File: src/rtl/alu_muldiv_seq_if.sv
// rtl/alu_muldiv_seq_if.sv - request/response handshake bundle for the RV32M mul/div sequencer
interface alu_muldiv_seq_if;
    logic        in_valid;
    logic        in_ready;
    logic [1:0]  op;
    logic [31:0] opa;
    logic [31:0] opb;
    logic        out_valid;
    logic        out_ready;
    logic [31:0] result;

    modport master (
        output in_valid, op, opa, opb, out_ready,
        input  in_ready, out_valid, result
    );

    modport slave (
        input  in_valid, op, opa, opb, out_ready,
        output in_ready, out_valid, result
    );
endinterface

File: src/rtl/alu_muldiv_seq.sv
// rtl/alu_muldiv_seq.sv - multi-cycle MUL/MULHU/DIVU/REMU sequencer driving the core's shared ALU
module alu_muldiv_seq #(
    parameter int XLEN = 32,
    parameter int ITER = 32
) (
    input  logic                clk,
    input  logic                rst_n,
    alu_muldiv_seq_if.slave     io,
    output logic                alu_req,
    output logic [XLEN-1:0]     alu_src1,
    output logic [XLEN-1:0]     alu_src2,
    output logic [3:0]          alu_control,
    input  logic [XLEN-1:0]     alu_result
);
    localparam int CW = $clog2(ITER);
    localparam logic [CW-1:0] LAST = CW'(ITER - 1);

    localparam logic [1:0] S_IDLE = 2'd0;
    localparam logic [1:0] S_RUN  = 2'd1;
    localparam logic [1:0] S_DONE = 2'd2;

    localparam logic [3:0] ALU_ADD = 4'b0000;
    localparam logic [3:0] ALU_SUB = 4'b0001;

    logic [1:0]      state;
    logic [1:0]      op_q;
    logic [CW-1:0]   cnt;
    logic [XLEN-1:0] a_q;      // multiplicand or divisor
    logic [XLEN-1:0] hi_q;     // P_hi or partial remainder R
    logic [XLEN-1:0] lo_q;     // P_lo or quotient/dividend Q
    logic [XLEN-1:0] res_q;

    logic [XLEN-1:0] rs;
    logic [XLEN-1:0] hi_nxt;
    logic [XLEN-1:0] lo_nxt;
    logic            carry;
    logic            take;

    assign io.in_ready  = (state == S_IDLE);
    assign io.out_valid = (state == S_DONE);
    assign io.result    = res_q;

    always_comb begin
        rs          = {hi_q[XLEN-2:0], lo_q[XLEN-1]};
        alu_req     = (state == S_RUN);
        alu_src1    = '0;
        alu_src2    = '0;
        alu_control = ALU_ADD;
        carry       = 1'b0;
        take        = 1'b0;
        hi_nxt      = hi_q;
        lo_nxt      = lo_q;
        if (state == S_RUN) begin
            if (op_q[1]) begin
                // R[31] set means the shifted remainder overflowed 32 bits, so it always exceeds D
                alu_src1    = rs;
                alu_src2    = a_q;
                alu_control = ALU_SUB;
                take        = hi_q[XLEN-1] | (rs >= a_q);
                hi_nxt      = take ? alu_result : rs;
                lo_nxt      = {lo_q[XLEN-2:0], take};
            end else begin
                alu_src1 = hi_q;
                alu_src2 = lo_q[0] ? a_q : '0;
                carry    = (alu_result < hi_q);
                hi_nxt   = {carry, alu_result[XLEN-1:1]};
                lo_nxt   = {alu_result[0], lo_q[XLEN-1:1]};
            end
        end
    end

    always_ff @(posedge clk) begin
        if (!rst_n) begin
            state <= S_IDLE;
            op_q  <= '0;
            cnt   <= '0;
            a_q   <= '0;
            hi_q  <= '0;
            lo_q  <= '0;
            res_q <= '0;
        end else begin
            case (state)
                S_IDLE: begin
                    if (io.in_valid) begin
                        op_q <= io.op;
                        cnt  <= '0;
                        hi_q <= '0;
                        if (io.op[1]) begin
                            a_q  <= io.opb;
                            lo_q <= io.opa;
                            if (io.opb == '0) begin
                                res_q <= io.op[0] ? io.opa : '1;
                                state <= S_DONE;
                            end else begin
                                state <= S_RUN;
                            end
                        end else begin
                            a_q   <= io.opa;
                            lo_q  <= io.opb;
                            state <= S_RUN;
                        end
                    end
                end
                S_RUN: begin
                    hi_q <= hi_nxt;
                    lo_q <= lo_nxt;
                    cnt  <= cnt + 1'b1;
                    if (cnt == LAST) begin
                        // MULHU/REMU take the high word, MUL/DIVU the low word
                        res_q <= op_q[0] ? hi_nxt : lo_nxt;
                        state <= S_DONE;
                    end
                end
                S_DONE: begin
                    if (io.out_ready) begin
                        state <= S_IDLE;
                    end
                end
                default: state <= S_IDLE;
            endcase
        end
    end
endmodule

File: src/flat_wrapper.sv
// flat-port wrapper written by rule: the top's interface ports become plain ports
module alu_muldiv_seq_flat 
#(
    parameter int XLEN = 32,
    parameter int ITER = 32
)
  (clk, rst_n, alu_req, alu_src1, alu_src2, alu_control, alu_result, io_in_valid, io_op, io_opa, io_opb, io_out_ready, io_in_ready, io_out_valid, io_result);
  alu_muldiv_seq_if io_i ();
  input  logic clk;
  input  logic rst_n;
  output logic alu_req;
  output logic [XLEN-1:0] alu_src1;
  output logic [XLEN-1:0] alu_src2;
  output logic [3:0] alu_control;
  input  logic [XLEN-1:0] alu_result;
  input wire logic [$bits(io_i.in_valid)-1:0] io_in_valid;
  input wire logic [$bits(io_i.op)-1:0] io_op;
  input wire logic [$bits(io_i.opa)-1:0] io_opa;
  input wire logic [$bits(io_i.opb)-1:0] io_opb;
  input wire logic [$bits(io_i.out_ready)-1:0] io_out_ready;
  output wire logic [$bits(io_i.in_ready)-1:0] io_in_ready;
  output wire logic [$bits(io_i.out_valid)-1:0] io_out_valid;
  output wire logic [$bits(io_i.result)-1:0] io_result;
  assign io_i.in_valid = io_in_valid;
  assign io_i.op = io_op;
  assign io_i.opa = io_opa;
  assign io_i.opb = io_opb;
  assign io_i.out_ready = io_out_ready;
  assign io_in_ready = io_i.in_ready;
  assign io_out_valid = io_i.out_valid;
  assign io_result = io_i.result;
  alu_muldiv_seq #(.XLEN(XLEN), .ITER(ITER)) u_core (.clk(clk), .rst_n(rst_n), .io(io_i), .alu_req(alu_req), .alu_src1(alu_src1), .alu_src2(alu_src2), .alu_control(alu_control), .alu_result(alu_result));
endmodule
File: config.mk
export PLATFORM = sky130hd
export DESIGN_NAME = alu_muldiv_seq_flat
export DESIGN_NICKNAME = d
export VERILOG_FILES = /design/src/rtl/alu_muldiv_seq_if.sv /design/src/rtl/alu_muldiv_seq.sv /design/src/flat_wrapper.sv
export SDC_FILE = /design/constraint.sdc
export NUM_CORES = 1
export LEC_CHECK = 0
export BUFFER_PORTS_ARGS = -buffer_cell sky130_fd_sc_hd__buf_2
export CAP_MARGIN = 20
export CORE_ASPECT_RATIO = 1.75
export CORE_MARGIN = 8
export CORE_UTILIZATION = 31
export DETAILED_ROUTE_END_ITERATION = 8
export GPL_TIMING_DRIVEN = 0
export HOLD_SLACK_MARGIN = 0.03
export PLACE_DENSITY = 0.55
export SYNTH_ARGS = -nofsm -noshare
export SYNTH_HDL_FRONTEND = slang
export SYNTH_SLANG_ARGS = --single-unit
File: constraint.sdc
create_clock -name clk -period 3.3 [get_ports clk]
set_input_delay 0.165 -clock clk [delete_from_list [all_inputs] [get_ports clk]]
set_output_delay 0.165 -clock clk [all_outputs]
set_load 0.01 [all_outputs]
==> parameters.txt, run 1 <==
Parameter                              Value

Run status
  Outcome ... complete, no violations

Setup path
  WP data arrival ... 3110 ps
  Cell seen most often among critical-path stages ... sky130_fd_sc_hd__clkbuf_1
  Crit path to ... alu_src2[21]
  Register-to-Register Setup Slack ... 90 ps
  Reg2Reg Launch Point ... u_core.lo_q[31]$_SDFFE_PN0P_
  Capturing element type of the critical path ... output port
  Crit Path Class ... reg2out
  Number of cells traversed by the worst register-to-register path ... 12
  CP max stage delay ... 740 ps
  Maximum fanout along the worst path ... 10
  Library cell contributing the largest single delay on the critical path ... sky130_fd_sc_hd__buf_1
  Required time worst endpoint ... 3130 ps
  Sequence of cells on the critical path ... clkbuf_1, buf_1, nor2_1, clkbuf_1, nor3_1, buf_2
  Setup crit start ... u_core.op_q[1]$_SDFFE_PN0P_
  Worst setup SP type ... flip-flop
  Worst reg2reg endpoint ... u_core.io.result[5]$_SDFFE_PN0P_

Power
  Design internal power ... 0.003557 W
  Seq pwr share ... 0.344
  Combinational share of power ... 0.273
  Worst supply voltage drop on vdd ... 0.3738 mV
  Fraction of power consumed by the clock network ... 0.383
  Net Sw Frac ... 0.3453
  Switching power ... 0.001876 W
  Leakage power figure ... 5.172 nW
  Power density over cell area ... 451.7 nW/µm²

Drt
  Starting DRT DRC Count ... 752
  Met3 layer wire length in the routed design ... 2.791 mm
  Drc violations ... 0
  Vias post-DR ... 10650
  Router iterations before antenna repair ... 7
  Detailed-routing wirelength on met1 ... 17.63 mm
  Topmost layer with routed signal wires ... met4
  Average via count per standard cell ... 5.645
  Total met2 wirelength after detailed routing ... 24.61 mm
  Routed wire length ... 48.14 mm
  Drt wl/cell ... 25.51 µm
  Number of routed nets with antenna violations ... 0

Yosys
  Number of enable-type register cells in the synthesized netlist ... 0
  Distinct cells, synth ... 53
  Portion of the post-synthesis area used by sequential elements ... 0.2788
  Average size of a mapped cell ... 7.844 µm²
  Most used standard cell by instance count after synthesis ... sky130_fd_sc_hd__mux2i_1
  Largest cells by area after synthesis ... sky130_fd_sc_hd__dfxtp_1 28%, sky130_fd_sc_hd__mux2i_1 17%, sky130_fd_sc_hd__ha_1 8.3%, sky130_fd_sc_hd__a211oi_1 6.6%, sky130_fd_sc_hd__nor2_1 6.0%
  #FFs+latches synth ... 137
  Fraction of synthesized cell area taken by the top area cell type ... 0.2788
  Synthesis Warnings ... 0
  Most numerous cell types in the synthesized netlist ... 167 x sky130_fd_sc_hd__mux2i_1, 158 x sky130_fd_sc_hd__nor2_1, 137 x sky130_fd_sc_hd__dfxtp_1
  Cell area after synthesis ... 9837 µm²
  Synthesized instance count ... 1254
  Post-synth top area cell ... sky130_fd_sc_hd__dfxtp_1
  Fraction of synthesis flops using an asynchronous set or reset pin ... 0
  Synth Flop Type ... sky130_fd_sc_hd__dfxtp_1

Run
  MaxCap Viol Count ... 0

Clock network
  Clock H-tree levels ... 4
  Worst skew pair latency ... 450 ps
  Setup Fix Bufs, Post-CTS ... 0
  TritonCTS sink count ... 137
  Max Root-Sink Buffers ... 2
  TritonCTS clock tree ... done
  Total CTS buffers ... 17
  Clk pin slew, worst setup/hold paths ... 60 ps
  Cell chosen for the clock root ... sky130_fd_sc_hd__clkbuf_16

Global route
  Antenna violations before repair ... 1
  Wire length of the first global-routing pass ... 69.99 mm
  Largest net degree at the start of global routing ... 17
  Number of global-route vias before repair ... 11130
  Total congestion overflow ... 0
  Total routing resource utilization after global routing ... 0.2515

STA
  Post-Route Setup TNS ... 0 ps
  Hold Fails Final Rpt ... 0
  Minimum setup slack in the final design ... 26.99 ps
  Peak Freq ... 0.3055 GHz
  Final clock skew ... 10.82 ps
  Fraction of the cycle the final worst path needs ... 0.9918
  Final number of setup-violating endpoints ... 0
  Number of slew-limit violations in the final report ... 0
  Worst hold slack ... 80.21 ps
  Pin slew with the least headroom to its limit ... 952.7 ps
  Shortest clock period the worst path allows after layout ... 3273 ps
  Max-slew headroom ... 0.3649
  Unrepaired setup endpoints after global routing ... no

Place
  Worst Setup Slack post-DPL ... -92.97 ps
  Final GP Congestion ... 0.9918
  Placed instance area ... 11340 µm²
  Buffers added on ports ... 200
  Detailed placement HPWL ... 39.76 mm
  Number of cells in the design after placement ... 1852

Layout
  Final instance count without filler cells ... 1887
  Fraction of final layout cells sized beyond drive strength 1 ... 0.1819
  Final non-filler cell area ... 12030 µm²
  Syn-to-layout area delta ... 22.26%
  Layout net count ... 1644

Floorplanning
  Die ar. ... 37910 µm²
  Placeable core area ... 31420 µm²
  Die outline width ... 150.7 µm
  Y dimension of the die ... 251.7 µm
  Initial standard-cell utilization of the core ... 0.3131
  Standard-cell row count ... 86
  Number of top-level pins ... 205

Hold path
  Hold/Removal Path Class ... in2reg
==> sequential cells by signal, summed over array words and instances, names as in the netlist <==
signal / cells
u_core.a_q: 32
u_core.cnt: 5
u_core.hi_q: 32
u_core.io.result: 32
u_core.lo_q: 32
u_core.op_q: 2
u_core.state: 2
==> power by group through the flow <==
stage          Combinational (W)  Clock (W)  Sequential (W)
2_1_floorplan           0.000920          0         0.00186
3_3_place_gp             0.00144          0         0.00190
3_5_place_dp             0.00144          0         0.00190
4_1_cts                  0.00145    0.00210         0.00187
5_1_grt                  0.00160    0.00215         0.00188
6_report                 0.00148    0.00208         0.00187
==> worst min-delay path by stage <==
| stage | end | startpoint | slack, ps | cells after the start |
|---|---|---|---|---|
| final | u_core.a_q[4]$_SDFFE_PN0P_ | io_opa[4] | 80 | 3 |
| after global routing | u_core.a_q[26]$_SDFFE_PN0P_ | io_opa[26] | 80 | 3 |
| after CTS | u_core.hi_q[13]$_SDFFE_PN0P_ | alu_result[14] | 50 | 3 |
| after detailed placement | u_core.cnt[3]$_SDFFE_PN0P_ | u_core.cnt[3]$_SDFFE_PN0P_ | 440 | 1 |
| after global placement | u_core.cnt[3]$_SDFFE_PN0P_ | u_core.cnt[3]$_SDFFE_PN0P_ | 440 | 1 |
| after floorplan | u_core.op_q[0]$_SDFFE_PN0P_ | io_op[0] | 300 | 2 |
==> worst max-delay path, delay by kind of cell (launching register included) <==
| kind | cells | cell delay, ps |
|---|---|---|
| buffers and inverters | 4 | 1500 |
| flip-flops | 1 | 310 |
| AND/OR/NAND/NOR | 2 | 850 |
==> what timing repair did <==
item | 4_1_cts | 5_1_grt
hold buffers | 2 | 0
setup endpoints to repair | 28 | 31
resized for setup | 3 | 11
endpoints found under the hold margin | 2 | 0
gates cloned | 0 | 0
==> final cells by class <==
class | count | area [µm²]
antenna | 1 | 2.502
buffer | 103 | 461.7
clock buffer | 22 | 484.2
multi-input combinational | 946 | 6414
tap | 396 | 495.5
timing repair buffer | 202 | 1021
inverter | 70 | 262.8
sequential | 137 | 2744
clock inverter | 10 | 141.4
fill | 3403 | 19390
==> cell families after synthesis <==
logic type | Yosys count | synth area share
AO/OA/AOI/OAI | 355 | 0.2325
AND/OR/NAND/NOR | 350 | 0.1556
buffers and inverters | 173 | 0.07326
multiplexers | 173 | 0.1768
flip-flops | 137 | 0.2788
adder cells (fa/ha/maj) | 65 | 0.08268
other | 1 | 0.0003812
==> routing by layer <==
layer  vias to the layer above  global-route usage
met5                         -                   0
met4                         0              0.1735
met3                       134             0.03803
met2                       493              0.4480
met1                      5014              0.2649
li1                       5012                   -
==> placed cells by master, fill, tap and decap left out, types with 10 or more instances in the layout <==
master and instances:
sky130_fd_sc_hd__clkbuf_16 17, sky130_fd_sc_hd__ha_1 65, sky130_fd_sc_hd__o21ai_1 13, sky130_fd_sc_hd__o211ai_1 19, sky130_fd_sc_hd__buf_1 19, sky130_fd_sc_hd__nand3_1 35, sky130_fd_sc_hd__nor3_1 40, sky130_fd_sc_hd__a31oi_1 15
sky130_fd_sc_hd__dfxtp_1 136, sky130_fd_sc_hd__a32oi_1 10, sky130_fd_sc_hd__nor2_1 158, sky130_fd_sc_hd__o21ai_0 72, sky130_fd_sc_hd__clkbuf_1 65, sky130_fd_sc_hd__buf_2 210, sky130_fd_sc_hd__inv_1 67, sky130_fd_sc_hd__a21oi_1 73
sky130_fd_sc_hd__mux2i_1 161, sky130_fd_sc_hd__a21o_1 18, sky130_fd_sc_hd__o22ai_1 20, sky130_fd_sc_hd__nand2_1 77, sky130_fd_sc_hd__a211oi_1 85
==> metrics by stage <==
| stage | total power [W] | utilization |
|---|---|---|
| floorplan | 0.002775 | - |
| global placement | 0.003338 | 0.3609 |
| detailed placement | 0.003344 | 0.3609 |
| CTS | 0.005417 | 0.3817 |
| global route | 0.005626 | 0.3828 |
| finish | 0.005433 | 0.3828 |
Power figures use the tool's default switching activity.
==> run 2, diff against run 1 <==
==> constraint.sdc (replaced) <==
create_clock -name clk -period 3.3 [get_ports clk]
set_input_delay 0.33 -clock clk [delete_from_list [all_inputs] [get_ports clk]]
set_output_delay 0.33 -clock clk [all_outputs]
set_load 0.01 [all_outputs]
==> parameters.txt, run 2 (synthesis results as in run 1) <==
Parameter                              Value

Clock network
  Setup Fix Bufs, Post-CTS ... 0 (unchanged)
  Clk pin slew, worst setup/hold paths ... 60 ps (about the same)
  Total CTS buffers ... 17 (unchanged)
  Count of instances resized after the clock tree is built ... 6 (+3)
  TritonCTS clock tree ... done
  CTS Hold Buffers Added ... 0 (-2)
  TritonCTS sink count ... 137 (unchanged)
  Max Root-Sink Buffers ... 2 (unchanged)
  Clock H-tree levels ... 4 (unchanged)
  Worst skew pair latency ... 450 ps (about the same)
  Cell chosen for the clock root ... sky130_fd_sc_hd__clkbuf_16

Layout
  Final instance count without filler cells ... 1884 (-0.16%)
  Most common library cell in the layout ignoring fill and taps ... sky130_fd_sc_hd__buf_2
  Syn-to-layout area delta ... 22.14% (about the same)
  Fraction of final layout cells sized beyond drive strength 1 ... 0.1849 (+0.003057)
  Filler cells ... 3404 (+0.029%)
  Layout net count ... 1641 (-0.18%)
  Final core occ ... 0.3824 (about the same)
  Most frequent cells in the layout ... 210 x sky130_fd_sc_hd__buf_2, 161 x sky130_fd_sc_hd__mux2i_1, 157 x sky130_fd_sc_hd__nor2_1, 136 x sky130_fd_sc_hd__dfxtp_1, 85 x sky130_fd_sc_hd__a211oi_1

Drt
  Starting DRT DRC Count ... 806 (+7.2%)
  Drt wl/cell ... 25.62 µm (+0.44%)
  Vias post-DR ... 10720 (+0.63%)
  Routed wire length ... 48.27 mm (+0.28%)
  Drc violations ... 0 (unchanged)
  Number of routed nets with antenna violations ... 0 (unchanged)
  Average via count per standard cell ... 5.690 (+0.79%)
  Router iterations before antenna repair ... 5 (-2)

Global route
  Antenna violations before repair ... 1 (unchanged)
  Number of global-route vias before repair ... 11120 (-0.13%)
  Wire length of the first global-routing pass ... 69.97 mm (about the same)
  Total congestion overflow ... 0 (unchanged)
  Largest net degree at the start of global routing ... 17 (unchanged)
  Total routing resource utilization after global routing ... 0.2514 (about the same)

Floorplanning
  Initial standard-cell utilization of the core ... 0.3131 (unchanged)
  Die ar. ... 37910 µm² (unchanged)
  Y dimension of the die ... 251.7 µm (unchanged)
  Placeable core area ... 31420 µm² (unchanged)
  Die outline width ... 150.7 µm (unchanged)
  Standard-cell row count ... 86 (unchanged)
  Number of top-level pins ... 205 (unchanged)

Run
  MaxCap Viol Count ... 0 (unchanged)

Setup path
  Register-to-Register Setup Slack ... 80 ps (about the same)
  Capturing element type of the critical path ... output port
  Required time worst endpoint ... 2970 ps (-160 ps)
  Maximum fanout along the worst path ... 10 (unchanged)
  Crit path to ... alu_src2[21]
  Worst reg2reg endpoint ... u_core.hi_q[18]$_SDFFE_PN0P_
  WP data arrival ... 2930 ps (-180 ps)
  Reg2Reg Launch Point ... u_core.lo_q[31]$_SDFFE_PN0P_
  Worst setup SP type ... flip-flop
  Setup crit start ... u_core.op_q[1]$_SDFFE_PN0P_
  Crit Path Class ... reg2out
  Number of cells traversed by the worst register-to-register path ... 12 (unchanged)

STA
  Final number of setup-violating endpoints ... 0 (unchanged)
  Final clock skew ... 8.132 ps (-2.684 ps)
  Fraction of the cycle the final worst path needs ... 0.9892 (-0.002623)
  Unrepaired setup endpoints after global routing ... no
  Pin slew with the least headroom to its limit ... 962.8 ps (+10.08 ps)
  Peak Freq ... 0.3063 GHz (+0.27%)
  Shortest clock period the worst path allows after layout ... 3264 ps (-8.656 ps)
  Max-slew headroom ... 0.3582 (-0.006722)
  Number of slew-limit violations in the final report ... 0 (unchanged)
  Minimum setup slack in the final design ... 35.64 ps (+8.656 ps)
  Hold Fails Final Rpt ... 0 (unchanged)
  Worst hold slack ... 157.9 ps (+77.71 ps)

Place
  Final GP Congestion ... 0.9918 (unchanged)
  Buffers added on ports ... 200 (unchanged)
  Worst Setup Slack post-DPL ... -92.97 ps (unchanged)
  Number of cells in the design after placement ... 1852 (unchanged)
  Detailed placement HPWL ... 39.76 mm (unchanged)

Power
  Fraction of power consumed by the clock network ... 0.383 (about the same)
  Power density over cell area ... 452.7 nW/µm² (+0.21%)
  Combinational share of power ... 0.273 (about the same)
  Worst supply voltage drop on vdd ... 0.3766 mV (+0.75%)
  Leakage power figure ... 5.176 nW (about the same)
  Net Sw Frac ... 0.3462 (+0.0008863)
  Switching power ... 0.001883 W (+0.37%)
  Design internal power ... 0.003556 W (about the same)
  Overall Power ... 0.005439 W (+0.12%)
  Seq pwr share ... 0.344 (about the same)

Run status
  Outcome ... complete, no violations

Hold path
  Hold Path Depth ... 3 (unchanged)
  Hold/Removal Path Class ... in2reg
-- run 2: how the worst min path moves through the flow --
stage                                         endpoint                        from
final                     u_core.state[1]$_SDFFE_PN0P_                io_out_ready
after global routing      u_core.state[1]$_SDFFE_PN0P_                io_out_ready
after CTS                 u_core.state[1]$_SDFFE_PN0P_                io_out_ready
after detailed placement    u_core.cnt[3]$_SDFFE_PN0P_  u_core.cnt[3]$_SDFFE_PN0P_
after global placement      u_core.cnt[3]$_SDFFE_PN0P_  u_core.cnt[3]$_SDFFE_PN0P_
after floorplan             u_core.cnt[3]$_SDFFE_PN0P_  u_core.cnt[3]$_SDFFE_PN0P_
-- run 2: layout make-up --
type                    instances  area, µm²  area share
clock inverters                10      141.4     0.01177
flip-flops and latches        137       2744      0.2284
repair buffers                200       1001     0.08331
diodes                          1      2.502   0.0002083
well taps                     396      495.5     0.04124
clock buffers                  22      484.2     0.04030
multi-input cells             946       6416      0.5340
plain buffers                 102      467.9     0.03895
inverters                      70      262.8     0.02187
-- run 2: metrics by stage --
stage                     setup TNS [ps]  area [µm²]
after floorplan                        0        9844
after global placement            -508.8       11340
after detailed placement          -539.9       11340
after CTS                              0       11980
after global routing                   0       12020
final                                  0       12020
-- run 2: layer usage --
metal	vias up	part of all wire	global-route usage
met5	-	0	0
met2	494	0.51	0.4477
li1	5006	-	-
met1	5079	0.37	0.2649
met3	141	0.056	0.03803
met4	0	0.065	0.1735
-- run 2: critical path, stage by stage (launching register included) --
cell and delay [ps]:
sky130_fd_sc_hd__dfxtp_1 310, sky130_fd_sc_hd__clkbuf_1 200, sky130_fd_sc_hd__clkdlybuf4s15_1 740, sky130_fd_sc_hd__nor2_2 230
sky130_fd_sc_hd__clkbuf_1 300, sky130_fd_sc_hd__nor3_1 460, sky130_fd_sc_hd__buf_2 230
-- run 2: power groups by stage --
stage / sequential, W / combinational [W] / clock [W]
CTS: 0.00187 / 0.00145 / 0.00210
floorplan: 0.00186 / 0.000920 / 0
finish: 0.00187 / 0.00148 / 0.00209
global route: 0.00188 / 0.00160 / 0.00215
detailed placement: 0.00190 / 0.00144 / 0
global placement: 0.00190 / 0.00144 / 0
==> run 3, diff against run 2 <==
- CORE_UTILIZATION: 31 -> 50
- PLACE_DENSITY: 0.55 -> 0.79
==> parameters.txt, run 3 (synthesis results as in run 1) <==
Parameter                              Value

Global route
  Largest net degree at the start of global routing ... 17 (unchanged)
  Total routing resource utilization after global routing ... 0.3540 (+0.1026)
  Total congestion overflow ... 0 (unchanged)
  Number of global-route vias before repair ... 11180 (+0.55%)
  Wire length of the first global-routing pass ... 65.77 mm (-6.0%)
  Antenna violations before repair ... 2 (+1)

Power
  Overall Power ... 0.005303 W (-2.5%)
  Worst supply voltage drop on vdd ... 0.3114 mV (-17%)
  Leakage power figure ... 5.143 nW (-0.62%)
  Power density over cell area ... 451.2 nW/µm² (-0.32%)

Setup path
  Crit Path Class ... reg2out
  Worst setup SP type ... flip-flop
  CP max stage delay ... 630 ps (-110 ps)
  Number of cells traversed by the worst register-to-register path ... 12 (unchanged)
  Worst reg2reg endpoint ... u_core.io.result[5]$_SDFFE_PN0P_
  Crit path to ... alu_src2[21]
  Library cell contributing the largest single delay on the critical path ... sky130_fd_sc_hd__buf_1
  Sequence of cells on the critical path ... clkbuf_1, buf_1, nor2_1, clkbuf_1, nor3_1, buf_2
  Capturing element type of the critical path ... output port
  Required time worst endpoint ... 2970 ps (about the same)
  Setup crit start ... u_core.op_q[1]$_SDFFE_PN0P_
  WP data arrival ... 2900 ps (-30 ps)
  Cell seen most often among critical-path stages ... sky130_fd_sc_hd__clkbuf_1
  Register-to-Register Setup Slack ... 110 ps (+30 ps)
  Maximum fanout along the worst path ... 10 (unchanged)
  Reg2Reg Launch Point ... u_core.lo_q[31]$_SDFFE_PN0P_

Clock network
  Setup Fix Bufs, Post-CTS ... 0 (unchanged)
  TritonCTS sink count ... 137 (unchanged)
  Worst skew pair latency ... 440 ps (about the same)
  Cell chosen for the clock root ... sky130_fd_sc_hd__clkbuf_16
  Clock H-tree levels ... 4 (unchanged)
  Clk pin slew, worst setup/hold paths ... 60 ps (about the same)
  Max Root-Sink Buffers ... 2 (unchanged)
  Total CTS buffers ... 17 (unchanged)
  TritonCTS clock tree ... done
  CTS Hold Buffers Added ... 0 (unchanged)

STA
  Minimum setup slack in the final design ... 73.66 ps (+38.01 ps)
  Number of slew-limit violations in the final report ... 0 (unchanged)
  Post-Route Setup TNS ... 0 ps (unchanged)
  Hold Fails Final Rpt ... 0 (unchanged)
  Final clock skew ... 9.127 ps (+0.9954 ps)
  Shortest clock period the worst path allows after layout ... 3226 ps (-38.01 ps)
  Unrepaired setup endpoints after global routing ... no
  Pin slew with the least headroom to its limit ... 923.2 ps (-39.54 ps)
  Max-slew headroom ... 0.3845 (+0.02636)
  Final number of setup-violating endpoints ... 0 (unchanged)
  Fraction of the cycle the final worst path needs ... 0.9777 (-0.01152)
  Peak Freq ... 0.3099 GHz (+1.2%)

Layout
  Combined area of the multi-input logic cells ... 6391 µm² (-0.39%)
  Most frequent cells in the layout ... 210 x sky130_fd_sc_hd__buf_2, 165 x sky130_fd_sc_hd__mux2i_1, 157 x sky130_fd_sc_hd__nor2_1, 136 x sky130_fd_sc_hd__dfxtp_1, 87 x sky130_fd_sc_hd__a211oi_1
  Syn-to-layout area delta ... 19.46%
  Most common library cell in the layout ignoring fill and taps ... sky130_fd_sc_hd__buf_2
  Filler cells ... 1826 (-46%)
  Final instance count without filler cells ... 1732 (-8.1%)
  Final core occ ... 0.6031 (+0.2207)
  Layout net count ... 1641 (unchanged)
  Fraction of final layout cells sized beyond drive strength 1 ... 0.1790 (-0.005932)
  Reg area ... 2744 µm² (unchanged)

Drt
  Vias post-DR ... 11090 (+3.5%)
  Router iterations before antenna repair ... 8 (+3)
  Number of routed nets with antenna violations ... 0 (unchanged)
  Drt wl/cell ... 25.55 µm (-0.27%)
  Routed wire length ... 44.26 mm (-8.3%)
  Drc violations ... 0 (unchanged)
  Starting DRT DRC Count ... 1276 (+58%)
  Average via count per standard cell ... 6.403 (+13%)

Floorplanning
  Y dimension of the die ... 201.6 µm (-20%)
  Die outline width ... 122.0 µm (-19%)
  Initial standard-cell utilization of the core ... 0.5049 (+0.1918)
  Standard-cell row count ... 68 (-21%)
  Placeable core area ... 19480 µm² (-38%)
  Number of top-level pins ... 205 (unchanged)
  Die ar. ... 24600 µm² (-35%)

Place
  Number of cells in the design after placement ... 1701 (-8.2%)
  Buffers added on ports ... 200 (unchanged)
  Worst Setup Slack post-DPL ... 47.79 ps (+140.8 ps)
  Final GP Congestion ... 1.031 (+3.9%)
  Detailed placement HPWL ... 35.68 mm (-10%)

Hold path
  Hold/Removal Path Class ... in2reg

Run
  MaxCap Viol Count ... 0 (unchanged)

Run status
  Outcome ... complete, no violations
## run 3: cell count changes in the layout (fill, tap and decap cells not counted), sizes merged
cell,previous run,this run
buf,234,235
bufinv,3,2
clkbuf,89,85
clkdlybuf4s15,1,0
clkinv,6,4
clkinvlp,2,5
inv,69,72
## run 3: where the power goes
group          internal [W]  total (W)  leakage (nW)  switching [W]
sequential          0.00175    0.00187          1.12       0.000118
combinational      0.000527    0.00146          3.75       0.000933
clock               0.00114    0.00197         0.271       0.000837
## run 3: area by class of cell
type / count / area share
Timing Repair Buffer: 200 / 0.08518
Tap cell: 245 / 0.02609
Clock buffer: 18 / 0.03737
Inverter: 70 / 0.02236
Antenna cell: 1 / 0.0002129
Sequential cell: 137 / 0.2335
Buffer: 102 / 0.03897
Multi-Input combinational cell: 946 / 0.5439
Clock inverter: 13 / 0.01246
## run 3: critical path, delay by kind of cell, from the launching register on
kind	cells	cell delay [ps]
buf+inv	4	1350
flops	1	320
simple gates	2	790
## run 3: how the worst min path moves through the flow
stage                          startpoint                            to  cells past startpoint
6_report                     io_out_ready  u_core.state[1]$_SDFFE_PN0P_                      3
5_1_grt                      io_out_ready  u_core.state[1]$_SDFFE_PN0P_                      3
4_1_cts                      io_out_ready  u_core.state[1]$_SDFFE_PN0P_                      3
3_5_place_dp   u_core.cnt[3]$_SDFFE_PN0P_    u_core.cnt[3]$_SDFFE_PN0P_                      1
3_3_place_gp   u_core.cnt[3]$_SDFFE_PN0P_    u_core.cnt[3]$_SDFFE_PN0P_                      1
2_1_floorplan  u_core.cnt[3]$_SDFFE_PN0P_    u_core.cnt[3]$_SDFFE_PN0P_                      1
## run 3: layer usage
layer | vias to the layer above | GRT usage | wire length (µm)
met5 | - | 0 | 0
met4 | 0 | 0.2601 | 3352
met3 | 201 | 0.07662 | 4048
met2 | 725 | 0.5836 | 21310
met1 | 5145 | 0.3869 | 15550
li1 | 5019 | - | -
## run 3: through the flow
| stage | hold WS (ps) | cell area [µm²] |
|---|---|---|
| after floorplan | 415.2 | 9844 |
| final | 162.4 | 11750 |
| after detailed placement | 443.6 | 11150 |
| after global placement | 435.0 | 11150 |
| after CTS | 164.5 | 11740 |
| after global routing | 189.5 | 11750 |
## run 3: repair_timing
item	CTS	global route
setup endpoints to repair	30	64
gates resized for setup	2	5
endpoints found under the hold margin	0	0
